## config.mk

```make
export PLATFORM = sky130hd
export DESIGN_NAME = mem_arbiter_ysyx23060136
export DESIGN_NICKNAME = d
export VERILOG_FILES = /design/src/rtl/DEFINES_ysyx23060136.sv /design/src/rtl/mem_arbiter_ysyx23060136.sv
export SDC_FILE = /design/constraint.sdc
export NUM_CORES = 1
export LEC_CHECK = 0
export ABC_AREA = 1
export CORE_AREA = 2 2 109 111
export CTS_CLUSTER_DIAMETER = 150
export DETAILED_ROUTE_END_ITERATION = 16
export DIE_AREA = 0 0 111 113
export PLACE_DENSITY = 0.64
export SYNTH_ARGS = -nofsm -noshare
export SYNTH_HDL_FRONTEND = slang
export SYNTH_SLANG_ARGS = --single-unit
```

## constraint.sdc

```tcl
create_clock -name clk -period 2.2 [get_ports clk]
set_input_delay 0.22 -clock clk [delete_from_list [all_inputs] [get_ports clk]]
set_output_delay 0.22 -clock clk [all_outputs]
set_load 0.01 [all_outputs]
```

## src/rtl/DEFINES_ysyx23060136.sv

```systemverilog
// Shared types and constants for the memory arbiter and its neighbours.
package DEFINES_ysyx23060136;

    typedef enum logic [2:0] {
        IDLE     = 3'd0,
        IFU_REQ  = 3'd1,
        IFU_RESP = 3'd2,
        LSU_REQ  = 3'd3,
        LSU_RESP = 3'd4
    } arb_state_t;

    localparam logic [3:0] WSTRB_FULL = 4'b1111;
    localparam logic [3:0] WSTRB_NONE = 4'b0000;

    // Fixed priority: the data access belongs to an older instruction than the fetch.
    function automatic arb_state_t pick_grant(input logic lsu_valid, input logic ifu_valid);
        if (lsu_valid) begin
            return LSU_REQ;
        end else if (ifu_valid) begin
            return IFU_REQ;
        end
        return IDLE;
    endfunction

endpackage

```

## src/rtl/mem_arbiter_ysyx23060136.sv

```systemverilog
// Shares one memory port between fetch and load/store, one transaction at a time, LSU first.
// Latency: grant registered (request in IDLE at N -> MEM_req_valid at N+1); response path adds 0 cycles.
// Backpressure: MEM_req_ready / owner's response ready are passed straight through to the other side.
module mem_arbiter_ysyx23060136
    import DEFINES_ysyx23060136::*;
(
    input  logic        clk,
    input  logic        rst,

    input  logic [31:0] ARBITER_IFU_pc,
    input  logic        ARBITER_IFU_pc_valid,
    output logic        ARBITER_IFU_pc_ready,
    output logic [31:0] ARBITER_IFU_inst,
    output logic        ARBITER_IFU_inst_valid,
    input  logic        ARBITER_IFU_inst_ready,

    input  logic [31:0] ARBITER_LSU_addr,
    input  logic        ARBITER_LSU_wen,
    input  logic [31:0] ARBITER_LSU_wdata,
    input  logic [3:0]  ARBITER_LSU_wstrb,
    input  logic        ARBITER_LSU_valid,
    output logic        ARBITER_LSU_ready,
    output logic [31:0] ARBITER_LSU_rdata,
    output logic        ARBITER_LSU_rvalid,
    input  logic        ARBITER_LSU_rready,

    output logic [31:0] MEM_req_addr,
    output logic        MEM_req_wen,
    output logic [31:0] MEM_req_wdata,
    output logic [3:0]  MEM_req_wstrb,
    output logic        MEM_req_valid,
    input  logic        MEM_req_ready,
    input  logic [31:0] MEM_resp_rdata,
    input  logic        MEM_resp_valid,
    output logic        MEM_resp_ready
);

    arb_state_t state;
    arb_state_t state_nxt;
    logic       lsu_is_write;

    always_ff @(posedge clk or posedge rst) begin
        if (rst) begin
            state <= IDLE;
        end else begin
            state <= state_nxt;
        end
    end

    // Writes answer with zero data, so remember the direction of the accepted LSU access.
    always_ff @(posedge clk or posedge rst) begin
        if (rst) begin
            lsu_is_write <= 1'b0;
        end else if (state == LSU_REQ && MEM_req_ready) begin
            lsu_is_write <= ARBITER_LSU_wen;
        end
    end

    always_comb begin
        state_nxt = state;
        unique case (state)
            IDLE:     state_nxt = pick_grant(ARBITER_LSU_valid, ARBITER_IFU_pc_valid);
            IFU_REQ:  if (MEM_req_ready) state_nxt = IFU_RESP;
            LSU_REQ:  if (MEM_req_ready) state_nxt = LSU_RESP;
            IFU_RESP: if (MEM_resp_valid && ARBITER_IFU_inst_ready)
                          state_nxt = pick_grant(ARBITER_LSU_valid, ARBITER_IFU_pc_valid);
            LSU_RESP: if (MEM_resp_valid && ARBITER_LSU_rready)
                          state_nxt = pick_grant(ARBITER_LSU_valid, ARBITER_IFU_pc_valid);
            default:  state_nxt = IDLE;
        endcase
    end

    always_comb begin
        ARBITER_IFU_pc_ready   = 1'b0;
        ARBITER_IFU_inst       = 32'h0;
        ARBITER_IFU_inst_valid = 1'b0;
        ARBITER_LSU_ready      = 1'b0;
        ARBITER_LSU_rdata      = 32'h0;
        ARBITER_LSU_rvalid     = 1'b0;
        MEM_req_addr           = 32'h0;
        MEM_req_wen            = 1'b0;
        MEM_req_wdata          = 32'h0;
        MEM_req_wstrb          = WSTRB_NONE;
        MEM_req_valid          = 1'b0;
        MEM_resp_ready         = 1'b0;
        unique case (state)
            IFU_REQ: begin
                MEM_req_addr         = ARBITER_IFU_pc;
                MEM_req_valid        = 1'b1;
                ARBITER_IFU_pc_ready = MEM_req_ready;
            end
            IFU_RESP: begin
                ARBITER_IFU_inst       = MEM_resp_rdata;
                ARBITER_IFU_inst_valid = MEM_resp_valid;
                MEM_resp_ready         = ARBITER_IFU_inst_ready;
            end
            LSU_REQ: begin
                MEM_req_addr      = ARBITER_LSU_addr;
                MEM_req_wen       = ARBITER_LSU_wen;
                MEM_req_wdata     = ARBITER_LSU_wdata;
                MEM_req_wstrb     = ARBITER_LSU_wstrb;
                MEM_req_valid     = 1'b1;
                ARBITER_LSU_ready = MEM_req_ready;
            end
            LSU_RESP: begin
                ARBITER_LSU_rdata  = lsu_is_write ? 32'h0 : MEM_resp_rdata;
                ARBITER_LSU_rvalid = MEM_resp_valid;
                MEM_resp_ready     = ARBITER_LSU_rready;
            end
            default: ;
        endcase
    end

endmodule

```

==> flow_summary.yaml <==
outcome:
  status: "completed"
die:
  die_height_um: 113
  core_area_um2: 11300
  initial_core_util_pct: 13.6
  fp.dieArea_um2: 12500
  die_x_um: 111
  rows: 39
  io_pins: 280
timing:
  rsz0062_at_grt: "false"
  slew_headroom_pct: 80.6
  finClkSkew_ns: 0.00116
  tns_ns: 0
  fin_crit_sh_pct: 94.1
  layout_min_cycle_time_ns: 2.07
  slew_viol_final: 0
  hold_viol: 0
  setup_violations: 0
  fmax_ghz: 0.483
  worst_pin_slew_ns: 0.291
  hold_ws_ns: 0.185
critical_path:
  r2r_end: "state[1]"
  end_kind: "output pin"
  criticalPathCategory: "reg2out"
  rrSetupSlack_ns: 0.95
  r2r-start: "state[0]"
  cp.arrival_ns: 1.85
  r2r_cells: 7
  cp.required_ns: 1.98
  endpoint: "ARBITER_IFU_inst[16]"
  crit_path_start: "state[1]"
  cp_max_fo: 33
  worstSetupStartpointType: "register"
route:
  routedWlPerCell_um: 13.2
  viasPerCell: 4.10
  dr.pass1.iters: 6
  drcViolationCount: 0
  antenna_left: 0
  drt_iter0_drc: 126
  via_count: 3070
  wirelength_um: 9900
cells_and_area:
  fin_nets: 745
  drive_gt1_share_pct: 5.48
  multi_input_area_um2: 1010
  seq_area_um2: 104
  areaGrowthSynthToFinish_pct: 201
  nFillCells: 1185
  layout_common_cells: "244 x clkdlybuf4s50_1, 94 x nor2_1, 73 x inv_1"
  fin_cells: 748
  final_common_cell: "clkdlybuf4s50_1"
pwr:
  finalPower_mw: 3.85
  p_leak_nw: 2.60
  power_switching_mw: 1.78
  pwr-share-seq_pct: 4.5
  clockPowerShare_pct: 7.4
  p_sw_share_pct: 46.2
  powerDensity_nw_per_um2: 835
  vdd_drop_max_mv: 0.561
  intPower_mw: 2.07
  power_frac_comb_pct: 88.2
placement:
  dp_cells: 740
  place.gp.congestion: 0.861
  io_buffer_count: 279
  hpwl_um: 8430
clock_tree:
  cts_buffers: 3
  clkSlewWorstSetupHoldPaths_ns: 0.03
  htreeDepth: 1
  insertion_delay_ns: 0.22
  cts_tree: "yes"
  clock_sinks: 4
  clockRootBuffer: "clkbuf_16"
  cts_buffer_depth: 2
synthesis:
  ys_ff_latch: 4
  ys_seq_area_share_pct: 6.53
  synth_area_um2: 1530
  synth_warnings: 0
  ys_types: 18
  synth_nets: 474
  syn_inst: 333
  syn_avg_cell_area_um2: 4.61
grt:
  grt_pass1_wl_um: 14900
  overflow: 0
  grt_pass1_vias: 3101
  antenna_found_initial: 4
  grt_usage_pct: 14.6
  grt_max_degree: 38
worst_hold_path:
  hp-class: "in2async"
run:
  cap_violations: 0
## power groups by stage
stage	logic, mW	registers [mW]	clock network, mW
6_report	3.40	0.172	0.283
5_1_grt	3.66	0.178	0.295
4_1_cts	3.39	0.159	0.287
3_5_place_dp	3.37	0.158	0
3_3_place_gp	3.34	0.155	0
2_1_floorplan	1.52	0.129	0
## cell usage after synthesis
| library cell | count | area, um^2 |
|---|---|---|
| a21oi_1 | 1 | 5.00 |
| buf_2 | 12 | 60.1 |
| buf_6 | 5 | 56.3 |
| clkbuf_1 | 6 | 22.5 |
| clkbuf_2 | 1 | 5.00 |
| dfrtp_1 | 4 | 100 |
| inv_1 | 73 | 274 |
| inv_2 | 2 | 7.51 |
| nand2_1 | 46 | 173 |
| nand2_2 | 1 | 6.26 |
| nand3_1 | 71 | 355 |
| nand4_1 | 1 | 6.26 |
| nor2_1 | 94 | 353 |
| nor2_2 | 11 | 68.8 |
| nor2_4 | 2 | 22.5 |
| o211ai_1 | 1 | 7.51 |
| o21ai_0 | 1 | 5.00 |
| or2_1 | 1 | 6.26 |
## layout make-up
type | count | area share, %
multi-input cells | 230 | 22.0
repair buffers | 290 | 64.0
diodes | 3 | 0.163
well taps | 143 | 3.88
inverters | 75 | 6.10
clock buffers | 3 | 1.63
flip-flops and latches | 4 | 2.25
## kinds of logic after synthesis
group	synth area share [%]
and+or+nand+nor	64.6
buffers and inverters	27.7
DFF	6.53
AOI/OAI and AO/OA	1.14
## critical path: stages (launching register included)
cell             delay [ns]
dfrtp_2                0.42
inv_2                  0.08
nor2_4                 0.14
nand2_1                0.08
buf_6                  0.19
nor2_1                 0.13
clkdlybuf4s50_1        0.56
## per-stage QoR
| step | setup slack [ns] | util [%] | instance area (um^2) |
|---|---|---|---|
| floorplan | 0.709 | - | 1530 |
| global placement | 0.208 | 39.5 | 4450 |
| detailed placement | 0.184 | 39.5 | 4450 |
| CTS | 0.00175 | 40.2 | 4530 |
| global route | 0.00115 | 40.9 | 4610 |
| finish | 0.131 | 40.9 | 4610 |
## sequential cells by signal, indices dropped and copies added, names as in the netlist
register and cells:
state 3, lsu_is_write 1
## what timing repair did
item | CTS | global route
buffers inserted | 2 | 0
cloned | 0 | 0
resized for setup | 15 | 29
hold buffers | 0 | 0
endpoints found under the setup margin | 53 | 46
pin swaps | 1 | 0
## worst min path at each step
stage,slack (ns),cells past startpoint,end,from
3_5_place_dp,0.43,2,state[2],rst
5_1_grt,0.21,2,lsu_is_write,rst
3_3_place_gp,0.43,2,lsu_is_write,rst
2_1_floorplan,-0.01,1,lsu_is_write,rst
6_report,0.19,2,state[1],rst
4_1_cts,0.19,2,state[0],rst
## routing by layer
metal | wire length (um) | GRT usage, %
met1 | 3550 | 14.1
met2 | 5000 | 28.5
met3 | 1090 | 5.30
met4 | 241 | 5.00
met5 | 10 | 0
(Power assumes the default switching activity.)
